`src/rtl/imem_port_arbiter.sv`:
```
// Arbiter sharing the instruction memory read port between fetch and the LSU.
// Grants are combinational and responses are registered one cycle after the grant.
module imem_port_arbiter #(
    parameter int IMEM_W     = 14,
    parameter int STARVE_MAX = 4
) (
    input  logic              clk_i,
    input  logic              rst_i,
    input  logic              fetch_req_i,
    input  logic [IMEM_W-1:0] fetch_addr_i,
    input  logic              fetch_flush_i,
    output logic              fetch_gnt_o,
    output logic              fetch_rvalid_o,
    output logic [31:0]       fetch_rdata_o,
    input  logic              lsu_req_i,
    input  logic [IMEM_W-1:0] lsu_addr_i,
    output logic              lsu_gnt_o,
    output logic              lsu_rvalid_o,
    output logic [31:0]       lsu_rdata_o,
    output logic              lsu_err_o,
    output logic [IMEM_W-1:0] mem_addr_o,
    input  logic [31:0]       mem_rdata_i
);

    localparam logic [3:0] STARVE_LIM = 4'(STARVE_MAX);

    logic [3:0] starve_cnt;
    logic       fetch_live;
    logic       fetch_starved;
    logic       fetch_gnt;
    logic       lsu_gnt;
    logic       lsu_misaligned;
    logic       fetch_rvalid_q;
    logic       lsu_rvalid_q;

    // NOTE: every signal written in an always_comb gets a default first, so no path can infer a latch.
    always_comb begin
        fetch_live     = 1'b0;
        fetch_starved  = 1'b0;
        fetch_gnt      = 1'b0;
        lsu_gnt        = 1'b0;
        lsu_misaligned = 1'b0;
        if (!rst_i) begin
            fetch_live     = fetch_req_i && !fetch_flush_i;
            fetch_starved  = (starve_cnt == STARVE_LIM);
            // LSU wins unless fetch has been denied STARVE_MAX cycles in a row.
            fetch_gnt      = fetch_live && (!lsu_req_i || fetch_starved);
            lsu_gnt        = lsu_req_i && !(fetch_live && fetch_starved);
            lsu_misaligned = (lsu_addr_i[1:0] != 2'b00);
        end
    end

    assign fetch_gnt_o = fetch_gnt;
    assign lsu_gnt_o   = lsu_gnt;
    assign mem_addr_o  = lsu_gnt ? lsu_addr_i : fetch_addr_i;

    // NOTE: sequential state uses non-blocking assignments so every register samples pre-edge values.
    always_ff @(posedge clk_i) begin
        if (rst_i) begin
            starve_cnt <= 4'd0;
        end else if (fetch_live && !fetch_gnt) begin
            if (starve_cnt != STARVE_LIM) begin
                starve_cnt <= starve_cnt + 4'd1;
            end
        end else begin
            starve_cnt <= 4'd0;
        end
    end

    always_ff @(posedge clk_i) begin
        if (rst_i) begin
            fetch_rvalid_q <= 1'b0;
            fetch_rdata_o  <= 32'd0;
            lsu_rvalid_q   <= 1'b0;
            lsu_rdata_o    <= 32'd0;
            lsu_err_o      <= 1'b0;
        end else begin
            fetch_rvalid_q <= fetch_gnt;
            lsu_rvalid_q   <= lsu_gnt;
            lsu_err_o      <= lsu_gnt && lsu_misaligned;
            if (fetch_gnt) begin
                fetch_rdata_o <= mem_rdata_i;
            end
            if (lsu_gnt) begin
                lsu_rdata_o <= lsu_misaligned ? 32'd0 : mem_rdata_i;
            end
        end
    end

    // A response due in a reset cycle is dropped rather than handed to a stage being reset.
    assign fetch_rvalid_o = fetch_rvalid_q && !rst_i;
    assign lsu_rvalid_o   = lsu_rvalid_q && !rst_i;

    gnt_exclusive_a: assert property (@(posedge clk_i) !(fetch_gnt && lsu_gnt));

endmodule
```
`config.mk`:
```
export PLATFORM = sky130hd
export DESIGN_NAME = imem_port_arbiter
export DESIGN_NICKNAME = d
export VERILOG_FILES = /design/src/rtl/imem_port_arbiter.sv
export SDC_FILE = /design/constraint.sdc
export NUM_CORES = 1
export LEC_CHECK = 0
export CAP_MARGIN = 20
export CORE_AREA = 2 2 137 72
export CTS_CLUSTER_DIAMETER = 40
export CTS_CLUSTER_SIZE = 30
export DETAILED_ROUTE_END_ITERATION = 8
export DIE_AREA = 0 0 139 74
export PLACE_DENSITY = 0.75
export SYNTH_ARGS = -nofsm -noshare
export SYNTH_HDL_FRONTEND = slang
export SYNTH_SLANG_ARGS = --single-unit
```
`constraint.sdc`:
```
create_clock -name clk_i -period 5.66 [get_ports clk_i]
set_input_delay 1.132 -clock clk_i [delete_from_list [all_inputs] [get_ports clk_i]]
set_output_delay 1.132 -clock clk_i [all_outputs]
set_load 0.05 [all_outputs]
```
==> results.toml, run 1 <==
[run_status]
outcome = "finished, final reports clean"

[die]
fp.dieW_um = 139
core_um2 = 9130
fp.dieH_um = 74
start_util_pct = 38.9
die_area_um2 = 10300
io-pin-count = 148
fp-row-count = 25

[synthesis]
yosys-top-cells-area = "dfxtp_1, and3b_1, a32oi_1"
ys_seq_area_share_pct = 40.0
netlist.area_leader.share_pct = 40.0
syn-num-nets = 460
ys_types = 26
synth_edf_count = 0
avgSynthCellArea_um2 = 9.04
ys_ff_latch = 71
async_flop_share_pct = 0
synth_area_leader_cell = "dfxtp_1"
yosysWarnings = 0
ys.flop_type = "dfxtp_1"
synth_area_um2 = 3550
synthCells = 393

[final_layout]
ff_latch_area_um2 = 1420
syn2layout_area_growth_pct = 51.3
multi_input_area_um2 = 1800
finalInstanceArea_um2 = 5380
nNetsFinal = 576
insertedDiodeCount = 0
nFillCells = 792
drive_gt1_share_pct = 9.14

[grt]
gr-total-overflow = 0
grt_pass1_wl_um = 17900
busiest_layer = "met2"
grt_use_total_pct = 21.9
grt_use_met3_pct = 7.86
grt_pass1_vias = 3336
grt_max_degree = 71
antenna_found_initial = 0
use_met2_pct = 32.5
grt_use_met1_pct = 30.4

[timing]
fin_hold_ws_ns = 0.474
finalSetupViolCount = 0
period_minus_slack_ns = 4.70
hold_viol_final = 0
clock_skew_ns = 0.00421
timing.final.crit_share_pct = 83.0
max_freq_mhz = 213
slew_violations = 0
slew_headroom_pct = 31.3
rsz0062_at_grt = "false"
layout_setup_ws_ns = 0.960
worst_pin_slew_ns = 1.03
fin_setup_tns_ns = 0

[clocking]
clock_path_buffers = 2
cts_sinks = 71
path_clk_slew_ns = 0.06
cts_hold_buf = 0
postCtsSetupBuffers = 0
cts_resized = 0
tritoncts = "built"
cts_buffers = 9
cts_root_buffer = "clkbuf_16"
clk_latency_ns = 0.34
cts-htree-levels = 3

[critical_path]
required_ns = 4.53
cp_cell_sequence = "clkdlybuf4s50_1, nor2b_4, a21o_1, mux2_2, clkdlybuf4s50_1"
path_buf_inv = 2
crit_path_top_delay_cell = "clkdlybuf4s50_1"
cp.arrival_ns = 3.57
crit_type = "primary input to output port"
cp-start-kind = "primary input"
path_max_fanout = 17
critPathCaptureType = "output port"
cp_top_family = "buffers and inverters"
slowest_delay_ns = 0.71
cp_common_cell = "clkdlybuf4s50_1"

[detailed_routing]
wl_per_cell_um = 18.2
vias_per_cell = 5.70
ant_nets = 0
wl_um = 11600
drtIter0Drc = 308
dr_total_vias = 3621
drc = 0
drt_pass1_iterations = 5

[power]
max-vdd-ir-drop_mv = 0.159
p_total_mw = 1.43
p_per_area_nw_per_um2 = 266
p_leak_nw = 2.10

[place]
place_hpwl_um = 7330
routabilityCongestion = 0.769
portBuffers = 147
dp_slack_ns = 0.959
place_area_um2 = 5030

[min_path]
hold_path.class = "register to register"

[run]
maxCapViolations = 0
-- cell usage after synthesis, types with 3 or more instances --
cell / count
dfxtp_1: 71
inv_1: 38
clkbuf_1: 37
and3b_1: 33
nand3_1: 33
a32oi_1: 32
nand2_1: 32
o2111ai_1: 32
o32ai_1: 32
buf_2: 7
mux2_2: 7
mux2_4: 7
nand2b_1: 4
nor2_1: 4
a211oi_1: 3
buf_1: 3
buf_6: 3
nor2b_1: 3
-- sequential cells by signal, summed over array words and instances, names as in the netlist --
register        count
fetch_rdata_o      32
lsu_rdata_o        32
starve_cnt          4
fetch_rvalid_q      1
lsu_err_o           1
lsu_rvalid_q        1
-- worst reg2reg max path, delay by kind of cell (launching register included) --
family,cells,cell delay [ns]
adders and majority gates,1,0.23
and+or+nand+nor,1,0.48
DFF,1,0.38
buffers and inverters,1,0.06
AOI/OAI and AO/OA,2,1.07
-- cell families after synthesis --
family,count (synthesis),share of synthesized area [%]
flip-flops,71,40.0
AO/OA/AOI/OAI,101,24.7
AND/OR/NAND/NOR,115,18.9
adder cells (fa/ha/maj),2,0.704
buffers and inverters,89,10.3
multiplexers,15,5.46
-- worst paths after layout --
| kind | startpoint | cells past startpoint | endpoint | slack, ns |
|---|---|---|---|---|
| setup / recovery | fetch_req_i | 5 | mem_addr_o[4] | 0.96 |
| hold / removal | lsu_rdata_o[3] | 2 | lsu_rdata_o[3] | 0.47 |
| setup reg to reg | starve_cnt[0] | 5 | lsu_rdata_o[1] | 3.28 |
| hold reg to reg | lsu_rdata_o[3] | 2 | lsu_rdata_o[3] | 0.47 |
-- layer usage --
| metal | share of wire, % | up-vias |
|---|---|---|
| met5 | 0 | - |
| met4 | 0.90 | 0 |
| met3 | 7.0 | 10 |
| met2 | 44 | 126 |
| met1 | 48 | 1757 |
| li1 | - | 1728 |
-- placed cells by master (no fill, tap or decap), drive strengths merged --
cell	instances
a21oi	1
nor2b	3
nor4	2
dfxtp	71
and3b	33
clkbuf	12
nor3	2
o32ai	32
mux2i	1
buf	10
nand3	33
nand2	32
a21o	1
clkinvlp	3
a211oi	3
o2111ai	32
nand3b	2
nor2	4
clkdlybuf4s50	145
mux2	14
bufinv	1
inv	39
ha	2
a32oi	32
nand2b	4
-- power by group --
part	switching (mW)	leakage (nW)	total, mW	internal (mW)
Sequential	0.0142	0.578	0.535	0.521
Combinational	0.184	1.38	0.301	0.118
Clock	0.216	0.147	0.593	0.377
Total	0.414	2.10	1.43	1.02
-- metrics by stage --
stage	std cells	utilization, %
finish	635	58.8
global route	635	58.8
CTS	634	58.5
detailed placement	618	55.1
global placement	618	55.1
floorplan	393	-
-- area by class of cell --
cell class              instances  area share (%)
multi-input cells             233            33.4
repair buffers                155            28.7
flip-flops and latches         71            26.4
clock buffers                  12            4.96
well taps                     121            2.82
inverters                      39            2.72
clock inverters                 4           0.978
Power figures use the tool's default switching activity.
==> inputs of run 2 (changes only) <==
==> constraint.sdc (replaced) <==
create_clock -name clk_i -period 4.6 [get_ports clk_i]
set_input_delay 0.92 -clock clk_i [delete_from_list [all_inputs] [get_ports clk_i]]
set_output_delay 0.92 -clock clk_i [all_outputs]
set_load 0.05 [all_outputs]
==> run 2 against run 1 <==
  * Final area is 0.44% lower
  * Count of clock-buffer cells in the layout is 1 higher
  * Core utilization decreased by 0.26 points
  * Worst setup slack worse by 0.30 ns
  * Die area is the same
  * Routed wire length up 0.18%
  * Sequential power up 23%
  * Final cell count shrank 0.31%
==> results.toml, run 2 (synthesized netlist as in run 1, its figures left out) <==
[place]
place_hpwl_um = 7450
portBuffers = 147
routabilityCongestion = 0.752

[power]
p_total_mw = 1.67
p_leak_nw = 2.12
power_frac_clock_pct = 37.9
p_seq_share_pct = 39.4
sw_frac_of_total_pct = 29.4
max-vdd-ir-drop_mv = 0.174
internal-power_mw = 1.18
p_comb_share_pct = 22.7
switchingPower_mw = 0.490
p_per_area_nw_per_um2 = 312

[critical_path]
path_max_fanout = 36
reg2reg_setup_slack_ns = 2.25
reg2reg_depth = 5
r2r-start = "starve_cnt[0]"
cp.arrival_ns = 3.02
required_ns = 3.68
reg2reg_to = "lsu_rdata_o[24]"
crit_type = "register to output port"
cp-start-kind = "register"
critPathCaptureType = "output port"

[timing]
slew_headroom_pct = 30.8
fin_setup_tns_ns = 0
clock_skew_ns = 0.00536
fin_hold_ws_ns = 0.475
finalSetupViolCount = 0
worst_pin_slew_ns = 1.04
timing.final.crit_share_pct = 85.7
rsz0062_at_grt = "false"
hold_viol_final = 0
max_freq_mhz = 254
slew_violations = 0
period_minus_slack_ns = 3.94

[die]
start_util_pct = 38.9
core_um2 = 9130
die_area_um2 = 10300
io-pin-count = 148
fp.dieW_um = 139
fp-row-count = 25
fp.dieH_um = 74

[clocking]
cts_buffers = 9
clock_path_buffers = 2
cts_resized = 0
cts_hold_buf = 0
clk_latency_ns = 0.33
cts_sinks = 71
path_clk_slew_ns = 0.05
postCtsSetupBuffers = 0
tritoncts = "built"
cts-htree-levels = 3
cts_root_buffer = "clkbuf_16"

[final_layout]
mostFrequentLayoutCell = "clkdlybuf4s50_1"
multi_input_area_um2 = 1800
reg_top3 = "fetch_rdata_o x32, lsu_rdata_o x32, starve_cnt x4"
syn2layout_area_growth_pct = 50.7
nFillCells = 788
insertedDiodeCount = 0
nNetsFinal = 576
ff_latch_area_um2 = 1420
layout_common_cells = "clkdlybuf4s50_1, dfxtp_1, inv_1"
drive_gt1_share_pct = 11.3

[grt]
grt_use_total_pct = 21.8
antenna_found_initial = 0
grt_pass1_vias = 3371
grt_pass1_wl_um = 18100
gr-total-overflow = 0
grt_max_degree = 70

[detailed_routing]
wl_um = 11600
drc = 0
wl_per_cell_um = 18.3
drtIter0Drc = 227
ant_nets = 0
vias_per_cell = 5.65
drt_pass1_iterations = 4
dr_total_vias = 3578

[run_status]
outcome = "finished, final reports clean"

[min_path]
hold_path.class = "register to register"
whs_path_depth = 2
whs_endpoint = "lsu_rdata_o[28]"
hp-start = "lsu_rdata_o[28]"

[run]
maxCapViolations = 0
## run 2: cell types whose count changed in the layout (fill, tap and decap cells not counted), sizes merged
cell           change
buf               +15
bufinv             -1
clkbuf             +1
clkdlybuf4s50     -15
clkinv             +1
clkinvlp           -3
## run 2: through the flow
| stage | setup slack, ns | instance area, um^2 | util, % | std cells |
|---|---|---|---|---|
| final | 0.659 | 5350 | 58.6 | 633 |
| after global routing | 0.479 | 5350 | 58.6 | 633 |
| after CTS | 0.640 | 5350 | 58.6 | 633 |
| after detailed placement | 0.833 | 5090 | 55.7 | 619 |
| after global placement | 0.927 | 5090 | 55.7 | 619 |
| after floorplan | 1.03 | 3550 | - | 393 |
## run 2: per-layer routing
| metal | vias to the layer above | share of wire, % | GRT usage [%] |
|---|---|---|---|
| met2 | 117 | 45 | 33.3 |
| met5 | - | 0 | 0 |
| met1 | 1733 | 48 | 30.4 |
| li1 | 1724 | - | - |
| met3 | 4 | 6.8 | 7.21 |
| met4 | 0 | 0.32 | 4.94 |
## run 2: cell type report
type,count,area share [%]
clock buffer,13,4.86
clock inverter,1,0.0935
inverter,39,2.74
multi-input combinational,233,33.6
sequential,71,26.6
tap,121,2.83
timing repair buffer,155,29.4
## run 2: critical path, stage by stage (launching register included)
cell and delay, ns:
dfxtp_1 0.33, inv_1 0.06, ha_1 0.21, and3b_2 0.74
a21o_1 0.72, mux2_2 0.42, buf_4 0.19
## run 2: worst max path at each step
| stage | slack [ns] | to | depth (start not counted) | startpoint |
|---|---|---|---|---|
| floorplan | 1.03 | fetch_gnt_o | 4 | rst_i |
| global placement | 0.93 | fetch_gnt_o | 4 | fetch_flush_i |
| detailed placement | 0.83 | mem_addr_o[2] | 5 | fetch_req_i |
| CTS | 0.64 | mem_addr_o[2] | 6 | starve_cnt[0] |
| global route | 0.48 | mem_addr_o[2] | 6 | starve_cnt[0] |
| finish | 0.66 | mem_addr_o[2] | 6 | starve_cnt[0] |
## run 2: power by group through the flow
stage / sequential, mW / combinational [mW] / clock (mW)
after floorplan: 0.751 / 0.134 / 0
after global placement: 0.670 / 0.372 / 0
after detailed placement: 0.671 / 0.378 / 0
after CTS: 0.658 / 0.379 / 0.648
after global routing: 0.661 / 0.396 / 0.678
final: 0.659 / 0.379 / 0.633
